### config.mk
export PLATFORM = sky130hd
export DESIGN_NAME = l2_bus_arbiter_2port
export DESIGN_NICKNAME = d
export VERILOG_FILES = /design/src/rtl/l2_bus_arbiter_2port.sv
export SDC_FILE = /design/constraint.sdc
export NUM_CORES = 1
export LEC_CHECK = 0
export CORE_UTILIZATION = 29
export DETAILED_ROUTE_END_ITERATION = 6
export HOLD_SLACK_MARGIN = 0.03
export PLACE_DENSITY = 0.76
export SLEW_MARGIN = 20
export SYNTH_ARGS = -nofsm -noshare
export SYNTH_HDL_FRONTEND = slang
export SYNTH_SLANG_ARGS = --single-unit
### constraint.sdc
create_clock -name clk -period 1.8 [get_ports clk]
set_clock_uncertainty 0.1 [all_clocks]
set_input_delay 0.36 -clock clk [delete_from_list [all_inputs] [get_ports clk]]
set_output_delay 0.36 -clock clk [all_outputs]
set_load 0.1 [all_outputs]
### src/rtl/l2_bus_arbiter_2port.sv
// rtl/l2_bus_arbiter_2port.sv - round-robin L2 bus arbiter sequencing I/D cache line bursts
module l2_bus_arbiter_2port #(
    parameter int BEATS   = 4,
    parameter int TIMEOUT = 64,
    localparam int BW     = $clog2(BEATS)
) (
    input  logic          clk,
    input  logic          rst_n,
    input  logic          req0_rd,
    input  logic          req0_wr,
    input  logic [31:0]   req0_addr,
    input  logic [31:0]   req0_wr_data,
    input  logic          req1_rd,
    input  logic          req1_wr,
    input  logic [31:0]   req1_addr,
    input  logic [31:0]   req1_wr_data,
    output logic          gnt0_rd,
    output logic          gnt0_wr,
    output logic          gnt1_rd,
    output logic          gnt1_wr,
    output logic [BW-1:0] beat_idx,
    output logic          beat_valid,
    output logic [31:0]   rd_data_o,
    output logic          done_o,
    output logic          err_o,
    output logic          l2_mem_en,
    output logic          l2_mem_wr_en,
    output logic [31:0]   l2_mem_addr,
    output logic [31:0]   l2_mem_wr_data,
    input  logic [31:0]   l2_mem_rd_data,
    input  logic          l2_mem_ready
);
    localparam int            TW        = $clog2(TIMEOUT + 1);
    localparam logic [BW-1:0] LAST_BEAT = BW'(BEATS - 1);
    localparam logic [TW-1:0] TMO_LAST  = TW'(TIMEOUT - 1);

    typedef enum logic [1:0] {IDLE, XFER, DONE} state_t;

    state_t          state;
    logic            owner;
    logic            dir_wr;
    logic            last_owner;
    logic [29-BW:0]  line_hi;
    logic [TW-1:0]   tcnt;

    logic any_req;
    logic pick;
    logic pick_wr;
    logic owner_req;
    logic beat_last;
    logic timed_out;
    logic xfer_end;
    logic unused_addr_bits;

    assign unused_addr_bits = ^{req0_addr[BW+1:0], req1_addr[BW+1:0]};

    // The requester that did not own the bus last gets first refusal; writes beat reads.
    always_comb begin
        any_req   = req0_rd | req0_wr | req1_rd | req1_wr;
        pick      = last_owner ? !(req0_rd | req0_wr) : (req1_rd | req1_wr);
        pick_wr   = pick ? req1_wr : req0_wr;
        owner_req = owner ? (dir_wr ? req1_wr : req1_rd) : (dir_wr ? req0_wr : req0_rd);
        beat_last = l2_mem_ready && (beat_idx == LAST_BEAT);
        timed_out = !l2_mem_ready && (tcnt == TMO_LAST);
        xfer_end  = (state == XFER) && (!owner_req || beat_last || timed_out);
    end

    always_ff @(posedge clk or negedge rst_n) begin
        if (!rst_n) begin
            state        <= IDLE;
            owner        <= 1'b0;
            dir_wr       <= 1'b0;
            last_owner   <= 1'b1;
            line_hi      <= '0;
            beat_idx     <= '0;
            tcnt         <= '0;
            gnt0_rd      <= 1'b0;
            gnt0_wr      <= 1'b0;
            gnt1_rd      <= 1'b0;
            gnt1_wr      <= 1'b0;
            l2_mem_en    <= 1'b0;
            l2_mem_wr_en <= 1'b0;
            done_o       <= 1'b0;
            err_o        <= 1'b0;
        end else begin
            done_o <= 1'b0;
            err_o  <= 1'b0;
            case (state)
                IDLE: begin
                    if (any_req) begin
                        state        <= XFER;
                        owner        <= pick;
                        dir_wr       <= pick_wr;
                        line_hi      <= pick ? req1_addr[31:BW+2] : req0_addr[31:BW+2];
                        beat_idx     <= '0;
                        tcnt         <= '0;
                        gnt0_rd      <= !pick && !pick_wr;
                        gnt0_wr      <= !pick && pick_wr;
                        gnt1_rd      <= pick && !pick_wr;
                        gnt1_wr      <= pick && pick_wr;
                        l2_mem_en    <= 1'b1;
                        l2_mem_wr_en <= pick_wr;
                    end
                end
                XFER: begin
                    // A dropped request abandons the burst silently, even on a ready cycle.
                    if (!owner_req) begin
                        state <= IDLE;
                    end else if (l2_mem_ready) begin
                        tcnt     <= '0;
                        beat_idx <= beat_idx + BW'(1);
                        if (beat_last) begin
                            state  <= DONE;
                            done_o <= 1'b1;
                        end
                    end else if (timed_out) begin
                        state  <= DONE;
                        done_o <= 1'b1;
                        err_o  <= 1'b1;
                    end else begin
                        tcnt <= tcnt + TW'(1);
                    end
                end
                DONE:    state <= IDLE;
                default: state <= IDLE;
            endcase
            if (xfer_end) begin
                gnt0_rd      <= 1'b0;
                gnt0_wr      <= 1'b0;
                gnt1_rd      <= 1'b0;
                gnt1_wr      <= 1'b0;
                l2_mem_en    <= 1'b0;
                l2_mem_wr_en <= 1'b0;
                last_owner   <= owner;
            end
        end
    end

    assign beat_valid     = (state == XFER) && !dir_wr && l2_mem_ready;
    assign rd_data_o      = beat_valid ? l2_mem_rd_data : '0;
    assign l2_mem_wr_data = l2_mem_wr_en ? (owner ? req1_wr_data : req0_wr_data) : '0;
    assign l2_mem_addr    = {line_hi, beat_idx, 2'b00};

endmodule

==> results of run 1 <==
-- worst max-delay path, delay by kind of cell (launching register included) --
| family | cells | cell delay [ps] |
|---|---|---|
| buffers and inverters | 3 | 480 |
| and+or+nand+nor | 2 | 460 |
| DFF | 1 | 440 |
-- metal layers --
| metal | up-vias | wire [um] |
|---|---|---|
| li1 | 1782 | - |
| met1 | 1780 | 4833 |
| met2 | 186 | 7827 |
| met3 | 25 | 1148 |
| met4 | 0 | 345 |
| met5 | - | 0 |
-- what timing repair did --
action | 4_1_cts | 5_1_grt
pin swaps | 6 | 7
endpoints found under the setup margin | 111 | 107
hold buffers | 1 | 0
gates cloned | 4 | 5
endpoints found under the hold margin | 49 | 0
buffers inserted | 9 | 8
resized for setup | 68 | 48
-- flip-flops by register name, indices dropped and copies added, names as in the netlist --
signal	flops
line_hi	28
state	2
gnt0_rd	1
gnt1_wr	1
gnt1_rd	1
done_o	1
beat_idx	2
dir_wr	1
owner	1
last_owner	1
l2_mem_wr_en	1
err_o	1
tcnt	7
l2_mem_en	1
gnt0_wr	1
-- metrics by stage --
| stage | worst slack, ps | utilization [%] | total power (uW) | TNS (ps) |
|---|---|---|---|---|
| detailed placement | -494.5 | 72.45 | 14460 | -33470 |
| floorplan | -173.5 | - | 9810 | -9016 |
| finish | -342.0 | 80.66 | 16600 | -19690 |
| CTS | -430.4 | 77.97 | 16170 | -22810 |
| global route | -417.1 | 80.66 | 17150 | -24170 |
| global placement | -478.1 | 72.45 | 14300 | -30500 |
-- cell families (layout without fill, tap and decap cells) --
| family | count (synthesis) | after routing | share of synthesized area [%] |
|---|---|---|---|
| mux | 65 | 65 | 20.96 |
| simple gates | 133 | 133 | 22.45 |
| buf+inv | 30 | 331 | 4.654 |
| other cells | 1 | 3 | 0.1172 |
| compound gates | 62 | 62 | 11.89 |
| flops | 50 | 50 | 39.15 |
| fa+ha+maj | 2 | 2 | 0.7820 |
-- path summary, 6_finish.rpt --
| path | startpoint | end | slack (ps) |
|---|---|---|---|
| setup / recovery | state[1] | rd_data_o[16] | -340 |
| hold / removal | line_hi[19] | line_hi[19] | 450 |
| setup reg to reg | dir_wr | last_owner | -200 |
| hold reg to reg | line_hi[19] | line_hi[19] | 450 |
| max in group asynchronous | rst_n | last_owner | 860 |
| min in group asynchronous | rst_n | line_hi[10] | 460 |
-- Yosys cell counts, drive strengths merged, types with 4 or more instances --
library cell and n:
a21oi 7, and2 32, buf 16, clkbuf 11, dfrtp 49, mux2i 61, nand2 43, nand3 4
nor2 7, nor2b 32, o21ai 37
-- layout make-up --
type / count / area share (%)
inverter: 3 / 0.1328
tap: 136 / 2.007
timing repair buffer: 320 / 51.39
multi-input combinational: 264 / 30.38
clock buffer: 6 / 0.9742
clock inverter: 2 / 0.1919
sequential: 50 / 14.89
antenna: 1 / 0.02952
-- report_power, final --
group	internal (uW)	switching, uW	total, uW
Combinational	5700	7940	13600
Sequential	1600	636	2240
Clock	318	407	724
Total	7620	8980	16600
==> out/qor.yml, run 1 <==
outcome:
  status: "finished, violations left"
  violations: "setup timing"
clock_tree:
  clkTransAtPathRegs_ps: 110
  clock_sinks: 50
  clock_latency_ps: 310
  h-tree-depth: 2
  cts_tree: "built"
  clockBufferDepth: 2
  cts_buffers: 5
  cts_root_buffer: "clkbuf_8"
synthesis:
  ys_seq_area_share_pct: 39.15
  synth.area.top_cells: "dfrtp_1 38%, mux2i_1 19%, and2_1 6.3%"
  syn_area_um2: 3199
  synth.avg_cell_area_um2: 9.327
  synth.ff_latch_count: 50
  yosys.area.top_type: "dfrtp_1"
  synth-edff-count: 0
  yosysWarnings: 0
  netlist_instances: 343
  ys.flop_type: "dfrtp_1"
  ys_async_sr_fraction_pct: 100.0
  netlist.area_leader.share_pct: 38.33
  synth_cell_types: 47
cells_and_area:
  register_area_um2: 1262
  fillers: 594
  stdcell_area_um2: 8477
  finalNetCount: 813
  mostFrequentLayoutCells: "153 x clkdlybuf4s50_1, 117 x buf_12, 43 x nand2_1, 43 x dfrtp_1"
  mostFrequentLayoutCell: "clkdlybuf4s50_1"
  layout-drive-gt1-share_pct: 45.43
  fin_cells: 782
  multi_input_area_um2: 2575
  area_growth_pct: 165.0
route:
  postRouteAntennaNets: 0
  vias: 3773
  drcViolationCount: 0
  vias_per_cell: 4.825
  routed_wl_mm: 14.16
  drtIter0Drc: 157
  post_drt_wl_per_cell_um: 18.10
  drtPass1Iterations: 4
critical_path:
  slowest_stage: "dfrtp_2"
  slowest_delay_ps: 440
  worst_ep_required_time_ps: 1340
  crit_type: "reg -> out"
  cp_max_fo: 8
  endpoint_kind: "output pin"
  worstPathArrival_ps: 1680
  critPathLaunchType: "flop"
  rr_worst_depth: 4
  path_cells: "nor4bb_4, buf_4, buf_6, and2_4, buf_12"
grt:
  grt_pass1_vias: 3922
  grt_pass1_wl_mm: 20.20
  antenna_found_initial: 1
  gr-max-usage-layer: "met2"
  use_met2_pct: 43.41
  overflow: 0
  use_met3_pct: 7.356
  grt_max_degree: 51
  track_usage_pct: 22.91
  grtUsageMet1_pct: 23.81
die:
  die_area_um2: 11460
  die-height_um: 107.0
  die_x_um: 107.0
  fp-row-count: 37
  start_util_pct: 30.44
  ioPinCount: 274
  fp.coreArea_um2: 10510
timing:
  slew_viol_final: 0
  whs_ps: 448.1
  hold_viol: 0
  final-setup-viol-count: 77
  timing.final.crit_share_pct: 119.0
  rsz0062_at_grt: "yes"
  finalWorstSetupSlack_ps: -342.0
  fmax_mhz: 466.9
  min_period_ps: 2142
placement:
  numPortBuffers: 263
  hpwl_mm: 9.962
  gp_congestion: 0.8411
  dp.cells: 751
  placed_cell_area_um2: 7614
power_and_ir_drop:
  p_per_area_nw_per_um2: 1958
  ir_drop_v: 0.001323
  leakagePower_uw: 0.003506
hold_path:
  min_path_cells: 2
  holdCritPathClass: "reg -> reg"
run:
  timing.max_cap.violations: 0
Note: power is estimated with default switching activity, not from simulation.
==> inputs of run 2 (changes only) <==
--- a/config.mk
+++ b/config.mk
@@ -9,6 +9,7 @@
 export DETAILED_ROUTE_END_ITERATION = 6
 export HOLD_SLACK_MARGIN = 0.03
 export PLACE_DENSITY = 0.76
+export SKIP_CTS_REPAIR_TIMING = 1
 export SLEW_MARGIN = 20
 export SYNTH_ARGS = -nofsm -noshare
 export SYNTH_HDL_FRONTEND = slang
==> run 2 against run 1 <==
  * The flow still finishes with violations (setup timing)
  * Count of clock-buffer cells in the layout did not move
  * Final area is 2.1% lower
  * Wire length down 4.4%
  * Total power down 1.8%
  * Sequential power shrank 5%
  * Largest cell class unchanged
  * Critical path depth did not move
  * Clock power about the same
  * Via count fell by 0.58%
  * Sequential cell count unchanged
==> out/qor.yml, run 2 (synthesis gave the netlist of run 1 again) <==
outcome:
  status: "finished, violations left"
  violations: "setup timing"
timing:
  min_period_ps: 2151
  whs_ps: 449.5
  final-setup-viol-count: 80
  fmax_mhz: 464.8
  timing.final.crit_share_pct: 119.5
  hold_viol: 0
  rsz0062_at_grt: "yes"
  slew_viol_final: 0
  setup-tns-final_ps: -18300
  finalWorstSetupSlack_ps: -351.4
cells_and_area:
  reg_top3: "line_hi (28), tcnt (7)"
  finalNetCount: 810
  fin_util_pct: 79.01
  multi_input_area_um2: 2435
  top_register: "line_hi"
  mostFrequentLayoutCell: "clkdlybuf4s50_1"
  register_area_um2: 1262
  fillers: 629
  fin_cells: 779
  largest_reg_flops: 28
  area_growth_pct: 159.5
  layout-drive-gt1-share_pct: 44.86
  mostFrequentLayoutCells: "154 x clkdlybuf4s50_1, 114 x buf_12, 43 x nand2_1, 43 x dfrtp_1, 34 x o21ai_0"
grt:
  grt_pass1_wl_mm: 18.11
  overflow: 0
  track_usage_pct: 20.30
  antenna_found_initial: 1
  grt_max_degree: 51
  grt_pass1_vias: 3621
placement:
  hpwl_mm: 9.962
  numPortBuffers: 263
  dp.cells: 751
  gp_congestion: 0.8411
power_and_ir_drop:
  leakagePower_uw: 0.003474
  p_per_area_nw_per_um2: 1962
  finalPower_uw: 16290
  ir_drop_v: 0.001308
critical_path:
  critPathLaunchType: "flop"
  cp-endpoint: "rd_data_o[14]"
  rr_worst_depth: 6
  r2r_end: "tcnt[4]"
  regToRegSetupSlack_ps: -140
  reg2reg_from: "dir_wr"
  worstPathArrival_ps: 1690
  crit_type: "reg -> out"
  endpoint_kind: "output pin"
  cp_max_fo: 8
  worst_ep_required_time_ps: 1340
  crit_path_start: "dir_wr"
clock_tree:
  clock_latency_ps: 310
  cts_root_buffer: "clkbuf_8"
  cts_tree: "built"
  h-tree-depth: 2
  cts_buffers: 5
  clockBufferDepth: 2
  clock_sinks: 50
  clkTransAtPathRegs_ps: 100
route:
  drtPass1Iterations: 4
  routed_wl_mm: 13.54
  vias: 3751
  drtIter0Drc: 140
  drcViolationCount: 0
  post_drt_wl_per_cell_um: 17.38
  vias_per_cell: 4.815
  postRouteAntennaNets: 0
die:
  fp-row-count: 37
  die_area_um2: 11460
  ioPinCount: 274
  die_x_um: 107.0
  die-height_um: 107.0
  fp.coreArea_um2: 10510
  start_util_pct: 30.44
hold_path:
  holdCritPathClass: "reg -> reg"
run:
  timing.max_cap.violations: 0
run 2: cell types whose count changed in the layout (fill, tap and decap cells not counted), sizes merged:
cell           delta
buf               -4
clkbuf            +1
clkdlybuf4s50     +1
dlygate4sd2       -1
run 2: stage by stage:
stage | area, um^2 | setup WS (ps)
finish | 8303 | -351.4
global route | 8303 | -403.1
global placement | 7614 | -478.1
CTS | 7712 | -450.6
detailed placement | 7614 | -494.5
floorplan | 3588 | -173.5
run 2: worst min path at each step:
stage / startpoint / endpoint / slack (ps) / depth (start not counted)
floorplan: rst_n / beat_idx[0] / -40 / 0
global placement: rst_n / line_hi[10] / 270 / 2
detailed placement: rst_n / line_hi[10] / 280 / 2
CTS: rst_n / line_hi[26] / -70 / 2
global route: tcnt[4] / tcnt[4] / 440 / 1
finish: tcnt[4] / tcnt[4] / 450 / 1
run 2: layout make-up:
| class | count | area share [%] |
|---|---|---|
| diodes | 1 | 0.03014 |
| clock inverters | 2 | 0.1959 |
| well taps | 136 | 2.049 |
| multi-input cells | 264 | 29.32 |
| repair buffers | 317 | 52.06 |
| flip-flops and latches | 50 | 15.20 |
| inverters | 3 | 0.1356 |
| clock buffers | 6 | 0.9946 |
run 2: worst max-delay path, cell delays in order, from the launching register on:
cell,delay (ps)
dfrtp_2,450
nor4bb_4,290
buf_6,170
clkbuf_16,150
and2_4,150
buf_12,160
run 2: power by group:
group	leakage, uW	switching, uW	internal (uW)	total (uW)
Sequential	0.000622	519	1600	2120
Clock	0.0000478	406	318	723
Combinational	0.00280	7940	5500	13400
run 2: metal layers:
layer	vias up	part of all wire [%]	track usage, %
met4	0	2.3	5.773
met3	21	8.8	7.477
met2	182	55	38.76
met5	-	0	0
met1	1777	34	20.37
li1	1771	-	-
